$ cat src/rtl/streaming_inverse_chunk_transposer.sv
// Double-buffered cell-to-row transposer: collects CHUNK_SIZE cells per bank, then emits CELL_SIZE video rows.
// Optional counters (chunk_count, stall_count) are enabled by defining INV_CHUNK_TRANSPOSER_STATS_EN.
module streaming_inverse_chunk_transposer #(
  parameter int CELL_SIZE  = 2,
  parameter int CHUNK_SIZE = 64,
  parameter int PIXEL_W    = 8
) (
  input  logic                                      clk,
  input  logic                                      reset,
  input  logic                                      s_valid,
  output logic                                      s_ready,
  input  logic [CELL_SIZE*CELL_SIZE*PIXEL_W-1:0]    s_cell,
  output logic                                      m_valid,
  input  logic                                      m_ready,
  output logic [CHUNK_SIZE*CELL_SIZE*PIXEL_W-1:0]   m_row,
  output logic                                      m_last,
  output logic [$clog2(CELL_SIZE)-1:0]              m_row_idx
`ifdef INV_CHUNK_TRANSPOSER_STATS_EN
  ,
  output logic [31:0]                               chunk_count,
  output logic [31:0]                               stall_count
`endif
);

  localparam int CW = $clog2(CHUNK_SIZE);
  localparam int RW = $clog2(CELL_SIZE);
  localparam logic [CW-1:0] WR_LAST = CW'(CHUNK_SIZE - 1);
  localparam logic [RW-1:0] RD_LAST = RW'(CELL_SIZE - 1);

  // bank[b][cell j][row i][col k]
  logic [PIXEL_W-1:0] bank [2][CHUNK_SIZE][CELL_SIZE][CELL_SIZE];

  logic          wr_sel;
  logic          rd_sel;
  logic [CW-1:0] wr_cnt;
  logic [RW-1:0] rd_row;
  logic [1:0]    full;
  logic          wr_hs;
  logic          rd_hs;

  assign s_ready   = !full[wr_sel];
  assign m_valid   = full[rd_sel];
  assign m_last    = (rd_row == RD_LAST);
  assign m_row_idx = rd_row;
  assign wr_hs     = s_valid && s_ready;
  assign rd_hs     = m_valid && m_ready;

  // A write can only target a non-full bank and a read only a full one, so the
  // set and clear below always land on different bits of full.
  always_ff @(posedge clk) begin
    if (reset) begin
      wr_sel <= 1'b0;
      rd_sel <= 1'b0;
      wr_cnt <= '0;
      rd_row <= '0;
      full   <= '0;
    end else begin
      if (wr_hs) begin
        if (wr_cnt == WR_LAST) begin
          wr_cnt       <= '0;
          full[wr_sel] <= 1'b1;
          wr_sel       <= !wr_sel;
        end else begin
          wr_cnt <= wr_cnt + 1'b1;
        end
      end
      if (rd_hs) begin
        if (m_last) begin
          rd_row       <= '0;
          full[rd_sel] <= 1'b0;
          rd_sel       <= !rd_sel;
        end else begin
          rd_row <= rd_row + 1'b1;
        end
      end
    end
  end

  // NOTE: the pixel store has no reset; the full bits alone decide what is visible.
  always_ff @(posedge clk) begin
    if (wr_hs && !reset) begin
      for (int i = 0; i < CELL_SIZE; i++) begin
        for (int k = 0; k < CELL_SIZE; k++) begin
          bank[wr_sel][wr_cnt][i][k] <= s_cell[(i*CELL_SIZE + k)*PIXEL_W +: PIXEL_W];
        end
      end
    end
  end

  // NOTE: default assigned first so the read mux can never infer a latch.
  always_comb begin
    m_row = '0;
    for (int j = 0; j < CHUNK_SIZE; j++) begin
      for (int k = 0; k < CELL_SIZE; k++) begin
        m_row[(j*CELL_SIZE + k)*PIXEL_W +: PIXEL_W] = bank[rd_sel][j][rd_row][k];
      end
    end
  end

`ifdef INV_CHUNK_TRANSPOSER_STATS_EN
  always_ff @(posedge clk) begin
    if (reset) begin
      chunk_count <= '0;
      stall_count <= '0;
    end else begin
      if (rd_hs && m_last)     chunk_count <= chunk_count + 32'd1;
      if (s_valid && !s_ready) stall_count <= stall_count + 32'd1;
    end
  end
`endif

endmodule

$ cat config.mk
export PLATFORM = sky130hd
export DESIGN_NAME = streaming_inverse_chunk_transposer
export DESIGN_NICKNAME = d
export VERILOG_FILES = /design/src/rtl/streaming_inverse_chunk_transposer.sv
export SDC_FILE = /design/constraint.sdc
export NUM_CORES = 2
export LEC_CHECK = 0
export CAP_MARGIN = 20
export CORE_MARGIN = 1.5
export CORE_UTILIZATION = 38
export CTS_CLUSTER_DIAMETER = 40
export DETAILED_ROUTE_END_ITERATION = 16
export HOLD_SLACK_MARGIN = 0.12
export PLACE_DENSITY = 0.57
export SYNTH_ARGS = -nofsm -noshare
export SYNTH_HDL_FRONTEND = slang
export SYNTH_SLANG_ARGS = --single-unit
$ cat constraint.sdc
create_clock -name clk -period 4.36 [get_ports clk]
set_input_delay 0.872 -clock clk [delete_from_list [all_inputs] [get_ports clk]]
set_output_delay 0.872 -clock clk [all_outputs]
set_load 0.01 [all_outputs]
==> out/results.ini <==
[logic_synthesis]
synth_most_common_cell = edfxtp_1
synth_area_leaders = edfxtp_1 (73%), mux4_2 (14%), mux2_2 (9.7%)
synthTopCellsByCount = edfxtp_1 (4096), mux2_2 (1459), mux4_2 (1024), clkbuf_1 (420), buf_1 (147)
avgSynthCellArea_um2 = 21.93
syn_inst = 7726
ys_ff_latch = 4108
synth_ff_type = edfxtp_1
yosysUniqueCellTypes = 46
synth_area_mm2 = 0.1695
yosysTopAreaCellShare = 0.7258
synth_nets = 7763
synth-edff-count = 4096
async_reset_ff_frac = 0
synth-seq-area-share = 0.7272
synth_top_area_cell = edfxtp_1
yosysWarnings = 0

[outcome]
status = completed

[grt]
grt_pass1_vias = 89622
grt_max_degree = 101
globalRouteOverflowTotal = 0
antenna_found_initial = 57
grtUsageTotal = 0.2433
grt_pass1_wl_mm = 756.8

[routing]
dr.first_iter.drc_count = 10315
num_vias = 87822
firstDrtPassIters = 5
drc_errors = 0
drt_wl_total_mm = 558.0
routedWlPerCell_um = 36.08
drt-vias-per-instance = 5.678
antenna_left = 0

[power_and_ir_drop]
switching_share = 0.2194
clkPwrFrac = 0.505
switchingPower_mw = 20.43
cellInternalPower_mw = 72.65
p_leak_nw = 65.20
p_comb_frac = 0.028
ir_drop_mv = 0.3760
seq_power_share = 0.467
power.total_mw = 93.08
p_per_area_mw_per_mm2 = 442.7

[timing]
skew_ps = 77.03
slew_headroom = 0.1936
slew_violations = 0
setup_viol = 0
fmax_mhz = 235.3
hold_violations = 0
grt_setup_unrepaired = true
tightest_slew_ps = 1210
fin_crit_sh = 0.9746
fin_ws_ps = 110.7
tns_ps = 0
min_period_ps = 4249

[worst_setup_path]
r2r_slack_ps = 1060
path_class = register to output port
crit_fanout = 47
cp.arrival_ps = 3380
worstRegToRegCells = 5
reg2reg_to = bank[1][1934]
cpMaxStageDelayCell = clkdlybuf4s50_1
start_kind = register
critical_path.max_stage_delay_ps = 730
crit_top_cell = buf_12
required_ps = 3490
crit_chain = buf_12 > buf_12 > mux4_2 > clkdlybuf4s50_1
worstReg2RegStart = wr_sel
cp-end-kind = output port

[flow_run]
drv_cap = 0

[hold_path]
hp-start = s_cell[16]
worst_hold_path.endpoint = bank[1][360]
hold_path_class = input port to register
worstHoldPathCells = 2

[finish]
n_fill_cell = 36375
drive_gt1_frac = 0.4324
nets = 9087
multi_input_area_mm2 = 0.04365
regArea_mm2 = 0.1232
area_growth_pct = 24.08

[clock_tree]
path_clk_slew_ps = 60
cts_hold_buf = 0
cts_tree = built
cts_buffers = 560
htreeDepth = 6
clock_latency_ps = 1080
clockBufferDepth = 4
clock-sinks = 4108
cts-root-buf = clkbuf_16

[floorplan]
chipHeight_um = 670.8
pin_count = 1064
core_area_mm2 = 0.4448
die_w_um = 670.8
start_util = 0.3810
fp-row-count = 245
dieArea_mm2 = 0.4500

[placed_design]
dpl.hpwl_mm = 340.1
post-place-ws_ps = 492.7
finalWeightedCongestion = 0.7856
portBuffers = 1063

[metrics by stage]
step	utilization	instance area, µm²	std cells	hold WS (ps)
finish	0.4727	210300	15466	219.6
global placement	0.4269	189900	14378	500.1
floorplan	-	169500	7726	448.1
detailed placement	0.4270	189900	14380	506.8
global route	0.4726	210200	15441	186.5
CTS	0.4722	210000	15433	130.9
[sequential cells by signal, indices dropped and copies added (netlist names), named ones only]
signal  cells
rd_sel      1
m_last      1
wr_sel      1
bank     4096
wr_cnt      6
full        2
[critical path, delay by kind of cell, from the launching register on]
family	cells	cell delay, ps
buffers and inverters	3	1330
DFF	1	440
muxes	1	570
[what timing repair did]
item / 4_1_cts / 5_1_grt
gates resized for setup: 125 / 35
setup buffers: 18 / 4
setup endpoints to repair: 815 / 93
gates cloned: 12 / 1
[cell type report]
class | instances | share of cell area
Antenna cell | 27 | 0.0003213
Clock buffer | 619 | 0.06851
Clock inverter | 404 | 0.02425
Inverter | 9 | 0.0001607
Multi-Input combinational cell | 2848 | 0.2076
Sequential cell | 4108 | 0.5861
Tap cell | 5928 | 0.03527
Timing Repair Buffer | 1523 | 0.07778
[metal layers]
layer | vias up | GRT usage | part of all wire
met3 | 728 | 0.03674 | 0.070
met4 | 0 | 0.09198 | 0.042
met1 | 48191 | 0.3111 | 0.38
li1 | 34997 | - | -
met2 | 3906 | 0.4189 | 0.51
met5 | - | 0 | 0
[power groups by stage]
stage / Sequential, mW / Clock [mW] / Combinational, mW
after detailed placement: 44.3 / 0 / 2.62
after global routing: 43.5 / 49.3 / 2.71
after global placement: 44.3 / 0 / 2.50
after CTS: 43.5 / 47.7 / 2.63
final: 43.5 / 47.0 / 2.59
after floorplan: 44.3 / 0 / 1.17
[placed cells by master, fill, tap and decap left out, drive strengths merged, types with 61 or more instances in the layout]
cell	n
edfxtp	4096
inv	83
bufinv	67
nor3	61
clkdlybuf4s50	894
mux4	1024
clkbuf	620
dlygate4sd2	103
nor2	69
buf	482
clkinv	203
mux2	1538
[worst max-delay path by stage]
stage / end / cells after the start / slack (ps)
finish: m_row[379] / 4 / 110
global route: m_row[43] / 4 / -30
CTS: m_row[941] / 4 / -40
detailed placement: bank[0][803] / 7 / 490
global placement: bank[1][1825] / 6 / 360
floorplan: bank[0][1568] / 5 / -350
[logic make-up after synthesis]
family | count (synthesis) | share of synthesized area
flops | 4108 | 0.7272
mux | 2563 | 0.2389
buf+inv | 770 | 0.02052
simple gates | 264 | 0.01251
compound gates | 20 | 0.0007752
fa+ha+maj | 1 | 0.00007382
No activity file was read; power rests on OpenSTA's default activity.
